### src/rtl/cfginfo_slink_tx_pkg.sv
// Shared definitions for the slink configuration stream: byte addresses, frame
// constants, the snapshot record and the byte-select/checksum helpers.
package cfginfo_slink_tx_pkg;

  localparam logic [4:0] CFG_BYTE_MD_ID_B1    = 5'd0;
  localparam logic [4:0] CFG_BYTE_MD_ID_B0    = 5'd1;
  localparam logic [4:0] CFG_BYTE_MD_ID_B3    = 5'd2;
  localparam logic [4:0] CFG_BYTE_MD_ID_B2    = 5'd3;
  localparam logic [4:0] CFG_BYTE_CODE_REV_B1 = 5'd4;
  localparam logic [4:0] CFG_BYTE_CODE_REV_B0 = 5'd5;
  localparam logic [4:0] CFG_BYTE_CODE_REV_B3 = 5'd6;
  localparam logic [4:0] CFG_BYTE_CODE_REV_B2 = 5'd7;
  localparam logic [4:0] CFG_BYTE_CHN_HI      = 5'd8;
  localparam logic [4:0] CFG_BYTE_CHN_LO      = 5'd9;
  localparam logic [4:0] CFG_BYTE_RSV0        = 5'd10;
  localparam logic [4:0] CFG_BYTE_RSV1        = 5'd11;
  localparam logic [4:0] CFG_BYTE_RUN_TM_HI   = 5'd12;
  localparam logic [4:0] CFG_BYTE_RUN_TM_LO   = 5'd13;
  localparam logic [4:0] CFG_BYTE_SLINK_EN    = 5'd14;
  localparam logic [4:0] CFG_BYTE_COM_MODE    = 5'd15;
  localparam logic [4:0] CFG_BYTE_CSUM        = 5'd16;

  localparam int         CFG_FRM_BYTES = 17;
  localparam logic [9:0] CFG_MARKER    = 10'h100;

  typedef enum logic [2:0] {
    ST_IDLE = 3'd0,
    ST_SOF  = 3'd1,
    ST_DATA = 3'd2,
    ST_EOF  = 3'd3,
    ST_WAIT = 3'd4,
    ST_GAP  = 3'd5
  } tx_state_e;

  typedef struct packed {
    logic [31:0] md_id;
    logic [31:0] code_rev;
    logic [11:0] chn_enable;
    logic [15:0] run_tm;
    logic [7:0]  slink_en;
    logic [7:0]  com_mode;
  } cfg_rec_t;

  function automatic logic [7:0] cfg_field_byte(input cfg_rec_t rec, input logic [4:0] idx);
    case (idx)
      CFG_BYTE_MD_ID_B1:    return rec.md_id[15:8];
      CFG_BYTE_MD_ID_B0:    return rec.md_id[7:0];
      CFG_BYTE_MD_ID_B3:    return rec.md_id[31:24];
      CFG_BYTE_MD_ID_B2:    return rec.md_id[23:16];
      CFG_BYTE_CODE_REV_B1: return rec.code_rev[15:8];
      CFG_BYTE_CODE_REV_B0: return rec.code_rev[7:0];
      CFG_BYTE_CODE_REV_B3: return rec.code_rev[31:24];
      CFG_BYTE_CODE_REV_B2: return rec.code_rev[23:16];
      CFG_BYTE_CHN_HI:      return {4'h0, rec.chn_enable[11:8]};
      CFG_BYTE_CHN_LO:      return rec.chn_enable[7:0];
      CFG_BYTE_RSV0:        return 8'h00;
      CFG_BYTE_RSV1:        return 8'h00;
      CFG_BYTE_RUN_TM_HI:   return rec.run_tm[15:8];
      CFG_BYTE_RUN_TM_LO:   return rec.run_tm[7:0];
      CFG_BYTE_SLINK_EN:    return rec.slink_en;
      CFG_BYTE_COM_MODE:    return rec.com_mode;
      default:              return 8'h00;
    endcase
  endfunction

  function automatic logic [7:0] cfg_csum(input cfg_rec_t rec);
    logic [7:0] acc;
    acc = 8'h00;
    for (int i = 0; i < CFG_FRM_BYTES - 1; i++) begin
      acc = acc ^ cfg_field_byte(rec, 5'(i));
    end
    return acc;
  endfunction

  function automatic logic [7:0] cfg_byte(input cfg_rec_t rec, input logic [4:0] idx);
    return (idx == CFG_BYTE_CSUM) ? cfg_csum(rec) : cfg_field_byte(rec, idx);
  endfunction

endpackage

### src/rtl/cfginfo_slink_tx_if.sv
// Request/record inputs and framed word outputs of the slink config transmitter.
interface cfginfo_slink_tx_if;
  logic        cfg_send;
  logic [31:0] in_md_id;
  logic [31:0] in_code_rev;
  logic [11:0] in_chn_enable;
  logic [15:0] in_run_tm;
  logic [7:0]  in_slink_en;
  logic [7:0]  in_com_mode;
  logic        slink_cfg_dval;
  logic [9:0]  slink_cfg_data;
  logic        cfg_busy;
  logic        cfg_tx_done;

  modport master (
    input  cfg_send, in_md_id, in_code_rev, in_chn_enable, in_run_tm, in_slink_en, in_com_mode,
    output slink_cfg_dval, slink_cfg_data, cfg_busy, cfg_tx_done
  );

  modport slave (
    output cfg_send, in_md_id, in_code_rev, in_chn_enable, in_run_tm, in_slink_en, in_com_mode,
    input  slink_cfg_dval, slink_cfg_data, cfg_busy, cfg_tx_done
  );
endinterface

### src/rtl/cfginfo_slink_tx.sv
// Snapshots one configuration record on request and serialises it as
// marker-framed 10-bit words, with optional inter-word gaps and frame repeats.
module cfginfo_slink_tx
  import cfginfo_slink_tx_pkg::*;
#(
  parameter int unsigned WORD_GAP   = 0,
  parameter int unsigned FRM_REPEAT = 1
) (
  input logic clk_sys,
  input logic rst_sys_n,
  cfginfo_slink_tx_if.master cfg_if
);

  localparam bit         HAS_GAP  = (WORD_GAP != 0);
  localparam logic [3:0] GAP_LAST = 4'((WORD_GAP > 0) ? WORD_GAP - 1 : 0);
  localparam logic [2:0] FRM_LAST = 3'((FRM_REPEAT > 0) ? FRM_REPEAT - 1 : 0);

  tx_state_e  r_state;
  tx_state_e  r_resume;
  cfg_rec_t   r_rec;
  logic [4:0] r_byte_idx;
  logic [3:0] r_gap_cnt;
  logic [2:0] r_frm_cnt;
  logic       r_dval;
  logic [9:0] r_data;
  logic       r_busy;
  logic       r_tx_done;

  tx_state_e  w_nxt_state;
  logic [4:0] w_nxt_idx;
  logic [9:0] w_nxt_word;
  logic [9:0] w_resume_word;

  // Which word follows the one currently on the bus; WAIT/GAP resume the parked word.
  always_comb begin
    w_nxt_state   = ST_IDLE;
    w_nxt_idx     = r_byte_idx;
    w_nxt_word    = 10'h000;
    w_resume_word = (r_resume == ST_DATA) ? {2'b00, cfg_byte(r_rec, r_byte_idx)} : CFG_MARKER;
    case (r_state)
      ST_SOF: begin
        w_nxt_state = ST_DATA;
        w_nxt_idx   = 5'd0;
        w_nxt_word  = {2'b00, cfg_byte(r_rec, 5'd0)};
      end
      ST_DATA: begin
        if (r_byte_idx == CFG_BYTE_CSUM) begin
          w_nxt_state = ST_EOF;
          w_nxt_idx   = 5'd0;
          w_nxt_word  = CFG_MARKER;
        end else begin
          w_nxt_state = ST_DATA;
          w_nxt_idx   = r_byte_idx + 5'd1;
          w_nxt_word  = {2'b00, cfg_byte(r_rec, r_byte_idx + 5'd1)};
        end
      end
      ST_EOF: begin
        if (r_frm_cnt == FRM_LAST) begin
          w_nxt_state = ST_IDLE;
        end else begin
          w_nxt_state = ST_SOF;
          w_nxt_word  = CFG_MARKER;
        end
      end
      default: begin
        w_nxt_state = r_resume;
      end
    endcase
  end

  // Frame sequencer; every output is driven straight from a register.
  always_ff @(posedge clk_sys or negedge rst_sys_n) begin
    if (!rst_sys_n) begin
      r_state    <= ST_IDLE;
      r_resume   <= ST_IDLE;
      r_rec      <= '0;
      r_byte_idx <= 5'd0;
      r_gap_cnt  <= 4'd0;
      r_frm_cnt  <= 3'd0;
      r_dval     <= 1'b0;
      r_data     <= 10'h000;
      r_busy     <= 1'b0;
      r_tx_done  <= 1'b0;
    end else begin
      r_tx_done <= 1'b0;
      case (r_state)
        ST_IDLE: begin
          if (cfg_if.cfg_send) begin
            r_rec.md_id      <= cfg_if.in_md_id;
            r_rec.code_rev   <= cfg_if.in_code_rev;
            r_rec.chn_enable <= cfg_if.in_chn_enable;
            r_rec.run_tm     <= cfg_if.in_run_tm;
            r_rec.slink_en   <= cfg_if.in_slink_en;
            r_rec.com_mode   <= cfg_if.in_com_mode;
            r_state          <= ST_SOF;
            r_dval           <= 1'b1;
            r_data           <= CFG_MARKER;
            r_busy           <= 1'b1;
          end else begin
            r_dval <= 1'b0;
            r_data <= 10'h000;
            r_busy <= 1'b0;
          end
        end
        ST_SOF, ST_DATA, ST_EOF: begin
          r_byte_idx <= w_nxt_idx;
          if (w_nxt_state == ST_IDLE) begin
            r_state   <= ST_IDLE;
            r_dval    <= 1'b0;
            r_data    <= 10'h000;
            r_busy    <= 1'b0;
            r_tx_done <= 1'b1;
            r_frm_cnt <= 3'd0;
          end else begin
            if (r_state == ST_EOF) begin
              r_frm_cnt <= r_frm_cnt + 3'd1;
            end
            if (HAS_GAP) begin
              r_state   <= (r_state == ST_EOF) ? ST_GAP : ST_WAIT;
              r_resume  <= w_nxt_state;
              r_dval    <= 1'b0;
              r_data    <= 10'h000;
              r_gap_cnt <= 4'd0;
            end else begin
              r_state <= w_nxt_state;
              r_dval  <= 1'b1;
              r_data  <= w_nxt_word;
            end
          end
        end
        ST_WAIT, ST_GAP: begin
          if (r_gap_cnt == GAP_LAST) begin
            r_gap_cnt <= 4'd0;
            r_state   <= r_resume;
            r_dval    <= 1'b1;
            r_data    <= w_resume_word;
          end else begin
            r_gap_cnt <= r_gap_cnt + 4'd1;
          end
        end
        default: begin
          r_state <= ST_IDLE;
        end
      endcase
    end
  end

  assign cfg_if.slink_cfg_dval = r_dval;
  assign cfg_if.slink_cfg_data = r_data;
  assign cfg_if.cfg_busy       = r_busy;
  assign cfg_if.cfg_tx_done    = r_tx_done;

endmodule

### src/flat_wrapper.sv
// flat-port wrapper written by rule: the top's interface ports become plain ports
module cfginfo_slink_tx_flat import cfginfo_slink_tx_pkg::*;
#(
  parameter int unsigned WORD_GAP   = 0,
  parameter int unsigned FRM_REPEAT = 1
)
  (clk_sys, rst_sys_n, cfg_if_cfg_send, cfg_if_in_md_id, cfg_if_in_code_rev, cfg_if_in_chn_enable, cfg_if_in_run_tm, cfg_if_in_slink_en, cfg_if_in_com_mode, cfg_if_slink_cfg_dval, cfg_if_slink_cfg_data, cfg_if_cfg_busy, cfg_if_cfg_tx_done);
  cfginfo_slink_tx_if cfg_if_i ();
  input logic clk_sys;
  input logic rst_sys_n;
  input wire logic [$bits(cfg_if_i.cfg_send)-1:0] cfg_if_cfg_send;
  input wire logic [$bits(cfg_if_i.in_md_id)-1:0] cfg_if_in_md_id;
  input wire logic [$bits(cfg_if_i.in_code_rev)-1:0] cfg_if_in_code_rev;
  input wire logic [$bits(cfg_if_i.in_chn_enable)-1:0] cfg_if_in_chn_enable;
  input wire logic [$bits(cfg_if_i.in_run_tm)-1:0] cfg_if_in_run_tm;
  input wire logic [$bits(cfg_if_i.in_slink_en)-1:0] cfg_if_in_slink_en;
  input wire logic [$bits(cfg_if_i.in_com_mode)-1:0] cfg_if_in_com_mode;
  output wire logic [$bits(cfg_if_i.slink_cfg_dval)-1:0] cfg_if_slink_cfg_dval;
  output wire logic [$bits(cfg_if_i.slink_cfg_data)-1:0] cfg_if_slink_cfg_data;
  output wire logic [$bits(cfg_if_i.cfg_busy)-1:0] cfg_if_cfg_busy;
  output wire logic [$bits(cfg_if_i.cfg_tx_done)-1:0] cfg_if_cfg_tx_done;
  assign cfg_if_i.cfg_send = cfg_if_cfg_send;
  assign cfg_if_i.in_md_id = cfg_if_in_md_id;
  assign cfg_if_i.in_code_rev = cfg_if_in_code_rev;
  assign cfg_if_i.in_chn_enable = cfg_if_in_chn_enable;
  assign cfg_if_i.in_run_tm = cfg_if_in_run_tm;
  assign cfg_if_i.in_slink_en = cfg_if_in_slink_en;
  assign cfg_if_i.in_com_mode = cfg_if_in_com_mode;
  assign cfg_if_slink_cfg_dval = cfg_if_i.slink_cfg_dval;
  assign cfg_if_slink_cfg_data = cfg_if_i.slink_cfg_data;
  assign cfg_if_cfg_busy = cfg_if_i.cfg_busy;
  assign cfg_if_cfg_tx_done = cfg_if_i.cfg_tx_done;
  cfginfo_slink_tx #(.WORD_GAP(WORD_GAP), .FRM_REPEAT(FRM_REPEAT)) u_core (.clk_sys(clk_sys), .rst_sys_n(rst_sys_n), .cfg_if(cfg_if_i));
endmodule
### config.mk
export PLATFORM = sky130hd
export DESIGN_NAME = cfginfo_slink_tx_flat
export DESIGN_NICKNAME = d
export VERILOG_FILES = /design/src/rtl/cfginfo_slink_tx_pkg.sv /design/src/rtl/cfginfo_slink_tx_if.sv /design/src/rtl/cfginfo_slink_tx.sv /design/src/flat_wrapper.sv
export SDC_FILE = /design/constraint.sdc
export NUM_CORES = 1
export LEC_CHECK = 0
export BUFFER_PORTS_ARGS = -buffer_cell sky130_fd_sc_hd__buf_4
export CAP_MARGIN = 20
export CORE_ASPECT_RATIO = 0.7
export CORE_UTILIZATION = 42
export DETAILED_ROUTE_END_ITERATION = 16
export GPL_ROUTABILITY_DRIVEN = 0
export PLACE_DENSITY = 0.6
export SETUP_SLACK_MARGIN = 0.1
export SYNTH_ARGS = -nofsm -noshare
export SYNTH_HDL_FRONTEND = slang
export SYNTH_SLANG_ARGS = --single-unit
### constraint.sdc
create_clock -name clk_sys -period 2.55 [get_ports clk_sys]
set_input_delay 0.51 -clock clk_sys [delete_from_list [all_inputs] [get_ports clk_sys]]
set_output_delay 0.51 -clock clk_sys [all_outputs]
set_load 0.005 [all_outputs]
==> flow_summary.toml <==
[status]
outcome = "completed"

[synth]
syn_avg_cell_area_sq_um = 11.86
synth_top_area_cell = "dfrtp_1"
share_of_the_synthesized_area_in_the_top_cell_type_pct = 44.80
synth-edff-count = 0
synth.lib_cells_used.distinct = 61
synthFlopType = "dfrtp_1"
sequential_to_total_area_share_from_yosys_stat_pct = 44.80
synth_seq_cells = 130
most_area_consuming_cells_after_synthesis = "dfrtp_1, mux2_2, xnor2_1"
synth.net_count = 736
netlist_area_sq_mm = 0.007261
synth-async-reset-ratio_pct = 100.0
post_synth_inst_count = 612
ys_warn_count = 3

[die]
num_rows = 39
die_h_microns = 112.0
initial_utilization_pct = 43.76
fp.dieArea_sq_mm = 0.01783
floorplan.io_pins = 124
core_area_sq_mm = 0.01659
chipWidth_microns = 159.2

[sta]
timing.final.crit_period_ns = 2.398
period_share_pct = 94.05
rsz0062_at_grt = "true"
fin_setup_tns_ns = 0
postLayoutSetupSlackWorst_ns = 0.1518
timing_worst_slew_pin_value_ns = 0.5721
setup_viol = 0
slew_headroom_pct = 61.86
setup_skew_ns = 0.008845
hold_viol_final = 0
max_freq_ghz = 0.4170
slew_viol_final = 0

[placed_design]
place.port_buffers = 122
detailedPlace.worstSlack_ns = 0.04511
post-place-cells = 949
dp_hpwl_mm = 14.19
post_dp_cell_area_sq_mm = 0.008469

[worst_setup_path]
worst_setup_path_end_kind = "flip-flop"
worstPathRequired_ns = 2.86
crit_type = "reg -> reg"
cp_max_fo = 8
regToRegEndpoint = "u_core.cfg_if.slink_cfg_data[3]$_DFFE_PN0P_"
reg2reg_setup_slack_ns = 0.15
critPathArrivalTime_ns = 2.71
r2r_start = "u_core.r_byte_idx[0]$_DFFE_PN0P_"
r2r_cells = 8
critical_path.startpoint_type = "flip-flop"

[job]
drv.max_cap_violation_count = 0

[global_route]
antenna_found_initial = 0
number_of_global_route_vias_before_repair = 5570
grt_overflow = 0
grt_util_all_layers_pct = 22.47
pin_count_of_the_biggest_net_entering_global_routing = 56
wire_length_of_the_first_global_routing_pass_mm = 30.70

[pwr]
p_per_cell_area_mw_per_mm2 = 1441
power.leakage_nw = 3.872
vdd.ir_drop.worst_uv = 553.0

[detailed_routing]
drt-initial-drc-count = 465
drc = 0
via_count = 5536
drt_first_pass_iters = 5
vias_per_cell = 5.598
drt-total-wl_mm = 19.71
ant_nets = 0
routed_wire_length_per_instance_microns = 19.93

[clocking]
insertion_delay_ns = 0.42
cts_buffers = 17
worst_setup_hold_path_clk_slew_ns = 0.06
max-clock-path-buffers = 2
clock_sink_count = 130
clockRootBuffer = "clkbuf_16"
cts-htree-levels = 4
post_cts_hold_buffer_count = 0
clock_tree_from_tritoncts = "built"

[cells_and_area]
layout.area.seq_sq_mm = 0.003253
multi_input_area_sq_mm = 0.003921
diodes = 0
layout-drive-gt1-share_pct = 42.54
instances_no_fill = 989
nFillCells = 1437
layout.nets = 875
post-route-cell-area_sq_mm = 0.009208
syn_to_final_growth_pct = 26.81

[min_path]
worst_hold_path_type = "in -> async"
-- sequential cells by signal, summed over array words and instances (netlist names) --
name / cells
u_core.r_rec: 108
u_core.cfg_if.slink_cfg_data: 9
u_core.r_byte_idx: 5
u_core.r_frm_cnt: 3
u_core.r_state: 2
u_core.cfg_if.cfg_busy: 1
u_core.cfg_if.cfg_tx_done: 1
u_core.cfg_if.slink_cfg_dval: 1
-- layout make-up --
cell class | instances | area share, %
Multi-Input combinational cell | 444 | 42.59
Sequential cell | 130 | 35.33
Inverter | 11 | 0.4484
Timing Repair Buffer | 147 | 12.39
Clock inverter | 14 | 1.413
Tap cell | 225 | 3.057
Clock buffer | 18 | 4.770
-- power by group --
group	switching (mW)	internal, mW	total (mW)
logic	2.94	3.69	6.63
clock network	0.992	1.38	2.37
registers	1.20	3.06	4.26
total	5.13	8.13	13.3
-- worst max-delay path by stage --
stage                                                  end                        startpoint  depth (start not counted)
6_report       u_core.cfg_if.slink_cfg_data[3]$_DFFE_PN0P_  u_core.r_byte_idx[0]$_DFFE_PN0P_                          8
5_1_grt        u_core.cfg_if.slink_cfg_data[7]$_DFFE_PN0P_  u_core.r_byte_idx[0]$_DFFE_PN0P_                          8
4_1_cts        u_core.cfg_if.slink_cfg_data[5]$_DFFE_PN0P_  u_core.r_byte_idx[0]$_DFFE_PN0P_                          8
3_5_place_dp   u_core.cfg_if.slink_cfg_data[7]$_DFFE_PN0P_  u_core.r_byte_idx[0]$_DFFE_PN0P_                          9
3_3_place_gp   u_core.cfg_if.slink_cfg_data[6]$_DFFE_PN0P_   u_core.r_frm_cnt[0]$_DFFE_PN0P_                          9
2_1_floorplan  u_core.cfg_if.slink_cfg_data[2]$_DFFE_PN0P_  u_core.r_byte_idx[0]$_DFFE_PN0P_                         10
-- per-layer routing --
metal	track usage, %	up-vias	routed length [microns]
li1	-	2500	-
met1	32.97	2754	9363
met2	33.01	247	8531
met3	5.216	35	1498
met4	6.282	0	319
met5	0	-	0
-- logic make-up after synthesis --
family / count (synthesis) / synth area share (%)
multiplexers: 131 / 20.61
flip-flops: 130 / 44.80
AO/OA/AOI/OAI: 110 / 10.72
XOR/XNOR: 102 / 12.41
AND/OR/NAND/NOR: 85 / 6.239
buffers and inverters: 40 / 2.929
adder cells (fa/ha/maj): 13 / 2.240
other: 1 / 0.05165
-- timing repair --
| action | in CTS | in global routing |
|---|---|---|
| setup buffers | 3 | 3 |
| pin swaps | 0 | 4 |
| resized for setup | 4 | 17 |
| setup endpoints to repair | 5 | 9 |
| cloned | 0 | 2 |
-- Yosys cell counts (all sizes together), types with 2 or more instances --
master / count
a2111oi: 2
a211oi: 2
a21o: 2
a21oi: 32
a222oi: 8
a22o: 8
a22oi: 18
a31oi: 2
a32o: 3
a32oi: 3
and2: 8
and3: 4
buf: 16
clkbuf: 13
dfrtp: 130
ha: 13
inv: 11
mux2: 112
mux2i: 17
mux4: 2
nand2: 27
nand3: 13
nor2: 15
nor3: 4
nor3b: 2
nor4: 2
o21ai: 12
o22ai: 11
xnor2: 82
xor2: 20
-- cells in the final DEF, fill, tap and decap left out, types with 12 or more instances in the layout --
master,Yosys,layout
ha_1,13,12
a21oi_1,30,30
clkbuf_16,0,17
xnor2_1,81,81
mux2i_1,14,13
a22oi_1,18,18
dfrtp_1,130,130
nand2_1,26,25
buf_4,7,144
nand3_1,12,12
nor2_1,14,14
mux2_2,112,112
xor2_1,20,20
-- through the flow --
stage | power, mW | hold WS, ns | util [%]
after global placement | 10.67 | 0.4776 | 51.05
after detailed placement | 10.76 | 0.4765 | 51.05
final | 13.26 | 0.02588 | 55.50
after floorplan | 9.107 | 0.2144 | -
after CTS | 13.21 | 0.03491 | 54.73
after global routing | 14.08 | 0.04255 | 55.50
-- critical path, cell delays in order, from the launching register on --
cell and delay (ns):
dfrtp_1 0.39, buf_4 0.16, inv_1 0.14, ha_1 0.40
nand2_1 0.27, nor2_1 0.43, a32o_1 0.19, a311oi_1 0.05
a211oi_1 0.27
Power figures use the tool's default switching activity.
